--- src/rtl/downcounter_timer_if.sv ---
// Handshake bundle for the loadable down-counter / interval timer.
// Master drives the controls, slave returns count and status.
interface downcounter_timer_if #(
   parameter int WIDTH = 3
);
   logic             load;
   logic [WIDTH-1:0] d;
   logic             en;
   logic             mode;
   logic [WIDTH-1:0] q;
   logic             tc;
   logic             busy;

   modport master (
      output load, d, en, mode,
      input  q, tc, busy
   );

   modport slave (
      input  load, d, en, mode,
      output q, tc, busy
   );
endinterface

--- src/rtl/downcounter_timer.sv ---
// Loadable down-counter with one-shot / auto-reload terminal-count pulse.
// All outputs are registered; rst is synchronous and active-high.
module downcounter_timer #(
   parameter int WIDTH = 3
) (
   input logic                clk,
   input logic                rst,
   downcounter_timer_if.slave bus
);
   typedef enum logic [1:0] {
      IDLE,
      RUN,
      DONE
   } state_t;

   localparam logic [WIDTH-1:0] ZERO = '0;
   localparam logic [WIDTH-1:0] ONE  = WIDTH'(1);

   state_t           state;
   logic [WIDTH-1:0] count;
   logic [WIDTH-1:0] rv;
   logic             tc;
   logic             busy;

   always_ff @(posedge clk) begin
      if (rst) begin
         state <= IDLE;
         count <= ZERO;
         rv    <= ZERO;
         tc    <= 1'b0;
         busy  <= 1'b0;
      end else if (bus.load) begin
         rv    <= bus.d;
         count <= bus.d;
         tc    <= 1'b0;
         if (bus.d != ZERO) begin
            state <= RUN;
            busy  <= 1'b1;
         end else begin
            state <= IDLE;
            busy  <= 1'b0;
         end
      end else begin
         tc <= 1'b0;
         if (state == RUN && bus.en) begin
            unique case (1'b1)
               (count > ONE): begin
                  count <= count - ONE;
               end
               (count == ONE): begin
                  count <= ZERO;
                  tc    <= 1'b1;
                  // mode only matters on the arrival at zero
                  if (!bus.mode) begin
                     state <= DONE;
                     busy  <= 1'b0;
                  end
               end
               default: begin
                  count <= rv;
               end
            endcase
         end
      end
   end

   assign bus.q    = count;
   assign bus.tc   = tc;
   assign bus.busy = busy;
endmodule

--- src/flat_wrapper.sv ---
// flat-port wrapper written by rule: the top's interface ports become plain ports
module downcounter_timer_flat 
#(
   parameter int WIDTH = 3
)
  (clk, rst, bus_load, bus_d, bus_en, bus_mode, bus_q, bus_tc, bus_busy);
  downcounter_timer_if #(.WIDTH(WIDTH)) bus_i ();
  input logic clk;
  input logic rst;
  input wire logic [$bits(bus_i.load)-1:0] bus_load;
  input wire logic [$bits(bus_i.d)-1:0] bus_d;
  input wire logic [$bits(bus_i.en)-1:0] bus_en;
  input wire logic [$bits(bus_i.mode)-1:0] bus_mode;
  output wire logic [$bits(bus_i.q)-1:0] bus_q;
  output wire logic [$bits(bus_i.tc)-1:0] bus_tc;
  output wire logic [$bits(bus_i.busy)-1:0] bus_busy;
  assign bus_i.load = bus_load;
  assign bus_i.d = bus_d;
  assign bus_i.en = bus_en;
  assign bus_i.mode = bus_mode;
  assign bus_q = bus_i.q;
  assign bus_tc = bus_i.tc;
  assign bus_busy = bus_i.busy;
  downcounter_timer #(.WIDTH(WIDTH)) u_core (.clk(clk), .rst(rst), .bus(bus_i));
endmodule
--- config.mk ---
export PLATFORM = sky130hd
export DESIGN_NAME = downcounter_timer_flat
export DESIGN_NICKNAME = d
export VERILOG_FILES = /design/src/rtl/downcounter_timer_if.sv /design/src/rtl/downcounter_timer.sv /design/src/flat_wrapper.sv
export SDC_FILE = /design/constraint.sdc
export NUM_CORES = 1
export LEC_CHECK = 0
export ABC_CLOCK_PERIOD_IN_PS = 1700
export CORE_AREA = 2 2 39 41
export CTS_CLUSTER_SIZE = 40
export DETAILED_ROUTE_END_ITERATION = 7
export DIE_AREA = 0 0 41 43
export GPL_ROUTABILITY_DRIVEN = 0
export PLACE_DENSITY = 0.66
export SLEW_MARGIN = 20
export SYNTH_ARGS = -nofsm -noshare
export SYNTH_HDL_FRONTEND = slang
export SYNTH_SLANG_ARGS = --single-unit
--- constraint.sdc ---
create_clock -name clk -period 1.7 [get_ports clk]
set_input_delay 0.34 -clock clk [delete_from_list [all_inputs] [get_ports clk]]
set_output_delay 0.34 -clock clk [all_outputs]
set_load 0.1 [all_outputs]
* After elaboration in Yosys (flattened, before gate mapping)
Cells that the tools add are included.
** Word-level totals
- Input port bits :: 8
- Output and inout port bits :: 5
- Register bits after elaboration :: 10
- Logic and storage cells :: 31
** Cells by class
- Muxes and demuxes :: 14
- $lt $le $gt $ge :: 1
- Reduce and logical (&&, ||, !) cells :: 6
- Add/subtract/negate cells :: 1
- Equality and inequality tests :: 3
- Bitwise operators :: 1
** Operator list (count)
- 2-bit 2-to-1 mux :: 4
- 1-bit 2-to-1 mux :: 7
- 3-bit 2-to-1 mux :: 2
- 3-bit case mux with 2 select lines :: 1
- 2-bit nonzero test :: 2
- 3-bit by 1-bit == test with 1-bit output, second input constant :: 1
- 3-bit by 1-bit > comparator with 1-bit output, second input constant :: 1
- 3-bit AND reduction :: 1
- 3-bit nonzero test :: 1
- 3-bit OR reduction :: 1
- 3-bit by 1-bit subtractor with 3-bit output, second input constant :: 1
- 2-bit by 1-bit == test with 1-bit output, second input constant :: 1
- 2-bit inequality test, second input constant :: 1
- 1-bit logical AND :: 1
- 1-bit inverter :: 1

* Logic depth before layout (Yosys ltp)
- Depth after elaboration :: 4
- Depth in mapped cells :: 5
- Depth with buffers taken out :: 5

* Worst setup path before layout
Ideal clock, no wire load.
- Path kind :: register to register
- From :: register u_core.count[1] (netlist: u_core.bus.q[1])
- To :: register u_core.count[0] (netlist: u_core.bus.q[0])
- Stages on the path, launching flop included :: 6
- Required time :: 1620 ps
- Setup time :: 80 ps
- Clock period less this slack :: 2195 ps
- Path slack :: -495 ps
- Data arrival time :: 2116 ps
- Cells stage by stage :: dfxtp_1 -> inv_1 -> ha_1 -> o21bai_1 -> a211o_1 -> a211oi_2
** Between the ends
- Longest elaborated chain between the ends :: 4
** RTL lines
- start, declared :: line downcounter_timer.sv:20 : logic [WIDTH-1:0] count;
- start signal, assigned :: line downcounter_timer.sv:34 : count <= bus.d;
- start signal, assigned :: line downcounter_timer.sv:48 : count <= count - ONE;
- start signal, assigned :: line downcounter_timer.sv:60 : count <= rv;
- 3-bit by 1-bit > comparator with 1-bit output or 3-bit by 1-bit == test with 1-bit output (tied branches) :: line downcounter_timer.sv:47, downcounter_timer.sv:50
- 3-bit case mux with 2 select lines * :: line downcounter_timer.sv:46 : unique case (1'b1)
- 3-bit 2-to-1 mux * :: line downcounter_timer.sv:45 : if (state == RUN && bus.en) begin
- 3-bit 2-to-1 mux * :: line downcounter_timer.sv:32 : end else if (bus.load) begin
Every way passes the cells marked *; elsewhere a longest branch is shown, timed or not. The select of a mux whose other input is x is not followed.
A chain may end at the register's enable or synchronous reset.

* Worst setup path in the final report
Ends and elaborated chain as after synthesis.

==> flow_metrics.env <==
export IMPL_yosysWarnings=0
export IMPL_powerDensity_mw_per_mm2=828
export IMPL_crit_chain="inv_1 -> ha_1 -> o21bai_1 -> a211o_1 -> a211oi_2"
export IMPL_cts_buffers_inserted=3
export IMPL_placed_cells=81
export IMPL_yosys_area_share_adder_pct=4.80
export IMPL_grt_overflow=0
export IMPL_slowest_delay_ns=0.39
export IMPL_tightest_slew_ns=0.389
export IMPL_io_buffers=12
export IMPL_synth_simple_gate_area_share_pct=24.7
export IMPL_hold_path_class="reg -> reg"
export IMPL_drtPass1Iterations=3
export IMPL_fin_cells=85
export IMPL_final_cell_mix="7 x nor2_1, 7 x clkdlybuf4s50_1, 7 x dfxtp_1"
export IMPL_synth_compound_gate_area_share_pct=24.5
export IMPL_antennaDiodeCount=0
export IMPL_wl_per_cell_um=12.7
export IMPL_finalSetupTns_ns=0
export IMPL_syn_avg_cell_area_um2=9.66
export IMPL_cts_sinks=9
export IMPL_tritoncts="done"
export IMPL_post_cts_setup_buffers=0
export IMPL_crit_start="u_core.bus.q[1]"
export IMPL_via_count=454
export IMPL_floorplan_initialDensity_pct=37.7
export IMPL_min_from="u_core.rv[0]"
export IMPL_ir_drop_mv=0.371
export IMPL_skew_ns=0.00721
export IMPL_max_cap_viol_count=0
export IMPL_syn_nets=64
export IMPL_vias_per_cell=5.34
export IMPL_grt_pass1_wl_mm=1.63
export IMPL_crit_fanout=6
export IMPL_layout_drive_gt1_share_pct=24.6
export IMPL_design_area_um2=739
export IMPL_p_total_mw=0.612
export IMPL_htreeDepth=1
export IMPL_yosysSeqAreaShare_pct=34.5
export IMPL_n_fill_cell=124
export IMPL_worstPathRequired_ns=1.87
export IMPL_crit_path_end_kind="flop"
export IMPL_period_needed_ns=1.47
export IMPL_netlist_top_cells_area="dfxtp_1 35%, mux2i_1 5.8%, a221oi_2 5.8%, nor2_1 5.0%, ha_1 4.8%"
export IMPL_synthMuxAreaShare_pct=5.76
export IMPL_final_nets=80
export IMPL_antenna_found_initial=0
export IMPL_antenna_left=0
export IMPL_fmax_mhz=682
export IMPL_drt_wl_total_mm=1.08
export IMPL_finalCritPeriodShare_pct=86.3
export IMPL_hpwl_um=787
export IMPL_grt_max_degree=13
export IMPL_drv_slew=0
export IMPL_p_leak_nw=0.289
export IMPL_synth_distinct_cells=26
export IMPL_synth_xor_area_share_pct=0
export IMPL_max_slew_margin_rel_pct=74.0
export IMPL_crit_slowest_cell="dfxtp_4"
export IMPL_worstPathArrival_ns=1.64
export IMPL_root_buffer="clkbuf_4"
export IMPL_first_global_vias=383
export IMPL_grt_total_usage_pct=14.2
export IMPL_area_growth_pct=41.7
export IMPL_remaining_drc_errors=0
export IMPL_die_x_um=41
export IMPL_clk_latency_ns=0.26
export IMPL_status="finished clean"
export IMPL_rows=14
export IMPL_path_class="reg -> reg"
export IMPL_r2r_start="u_core.bus.q[1]"
export IMPL_hold_buffers=0
export IMPL_core_mm2=0.00138
export IMPL_top_level_ports=13
export IMPL_drt_iter0_drc=10
export IMPL_setup_violations=0
export IMPL_placed_area_um2=713
export IMPL_critPathLaunchType="flop"
export IMPL_dieArea_mm2=0.00176
export IMPL_hold_viol=0
export IMPL_cts_buffer_depth=2
export IMPL_cts_resized=0
export IMPL_ys_seq_elements=9
export IMPL_clk_pin_slew_ns=0.06
export IMPL_synth_area_um2=522
export IMPL_die_y_um=43
export IMPL_rsz0062_at_grt="no"
export IMPL_yosysTopAreaCell="dfxtp_1"
export IMPL_synth_top_family_by_area="simple AND/OR/NAND/NOR gates"
export IMPL_synthDominantCellAreaShare_pct=34.5
export IMPL_synthCells=54
state kept, by name, summed over array words and instances, names as in the netlist:
signal,count
u_core.bus.q,3
u_core.bus.tc,1
u_core.rv,3
u_core.state,2
final timing paths:
check                                  endpoint  slack (ns)  cells past startpoint
worst min register to register     u_core.rv[0]        0.51                      2
worst max-delay path            u_core.bus.q[0]        0.23                      5
worst min-delay path               u_core.rv[0]        0.51                      2
worst max register to register  u_core.bus.q[0]        0.23                      5
worst max-delay path, delay by kind of cell, from the launching register on:
kind / cells / cell delay, ns
AO/OA/AOI/OAI: 3 / 0.66
buffers and inverters: 1 / 0.07
flip-flops: 1 / 0.39
adder cells (fa/ha/maj): 1 / 0.26
report_power, final:
| part | switching [mW] | internal [mW] | total [mW] |
|---|---|---|---|
| logic | 0.113 | 0.0849 | 0.198 |
| registers | 0.0233 | 0.225 | 0.248 |
| clock network | 0.0759 | 0.0905 | 0.166 |
| total | 0.212 | 0.400 | 0.612 |
Yosys cell counts, drive strengths merged:
library cell  count
nand4bb           1
nand2             1
o21ai             1
and2b             1
o21bai            1
a211o             1
inv               5
o21ba             1
a32oi             2
nor2              7
a31oi             3
o21a              1
mux2i             3
buf               2
ha                2
nand3b            1
nor3              1
nor3b             2
a221oi            2
nor4              2
dfxtp             9
nand2b            2
a21oi             2
a211oi            1
through the flow:
step	utilization [%]	hold slack, ns	worst slack [ns]
after detailed placement	51.5	0.500	0.0414
after CTS	53.4	0.515	0.220
after floorplan	-	0.460	-0.0335
after global routing	53.4	0.561	0.152
final	53.4	0.512	0.233
after global placement	51.5	0.492	0.0535
routing by layer:
| metal | track usage (%) | vias up | part of all wire (%) |
|---|---|---|---|
| met5 | 0 | - | 0 |
| met1 | 18.2 | 211 | 47 |
| met4 | 12.0 | 0 | 3.3 |
| li1 | - | 227 | - |
| met3 | 3.14 | 4 | 3.1 |
| met2 | 19.1 | 12 | 46 |
layout make-up:
type	instances	area, µm²	share of cell area [%]
repair buffers	13	178	24.0
multi-input cells	38	312	42.1
inverters	5	18.8	2.54
clock buffers	4	26.3	3.55
flip-flops and latches	9	185	25.0
well taps	16	20.0	2.71
cell families after synthesis:
| family | count (synthesis) |
|---|---|
| AOI/OAI and AO/OA | 15 |
| DFF | 9 |
| buffers and inverters | 7 |
| muxes | 3 |
| adders and majority gates | 2 |
| and+or+nand+nor | 18 |
Power figures use the tool's default switching activity.
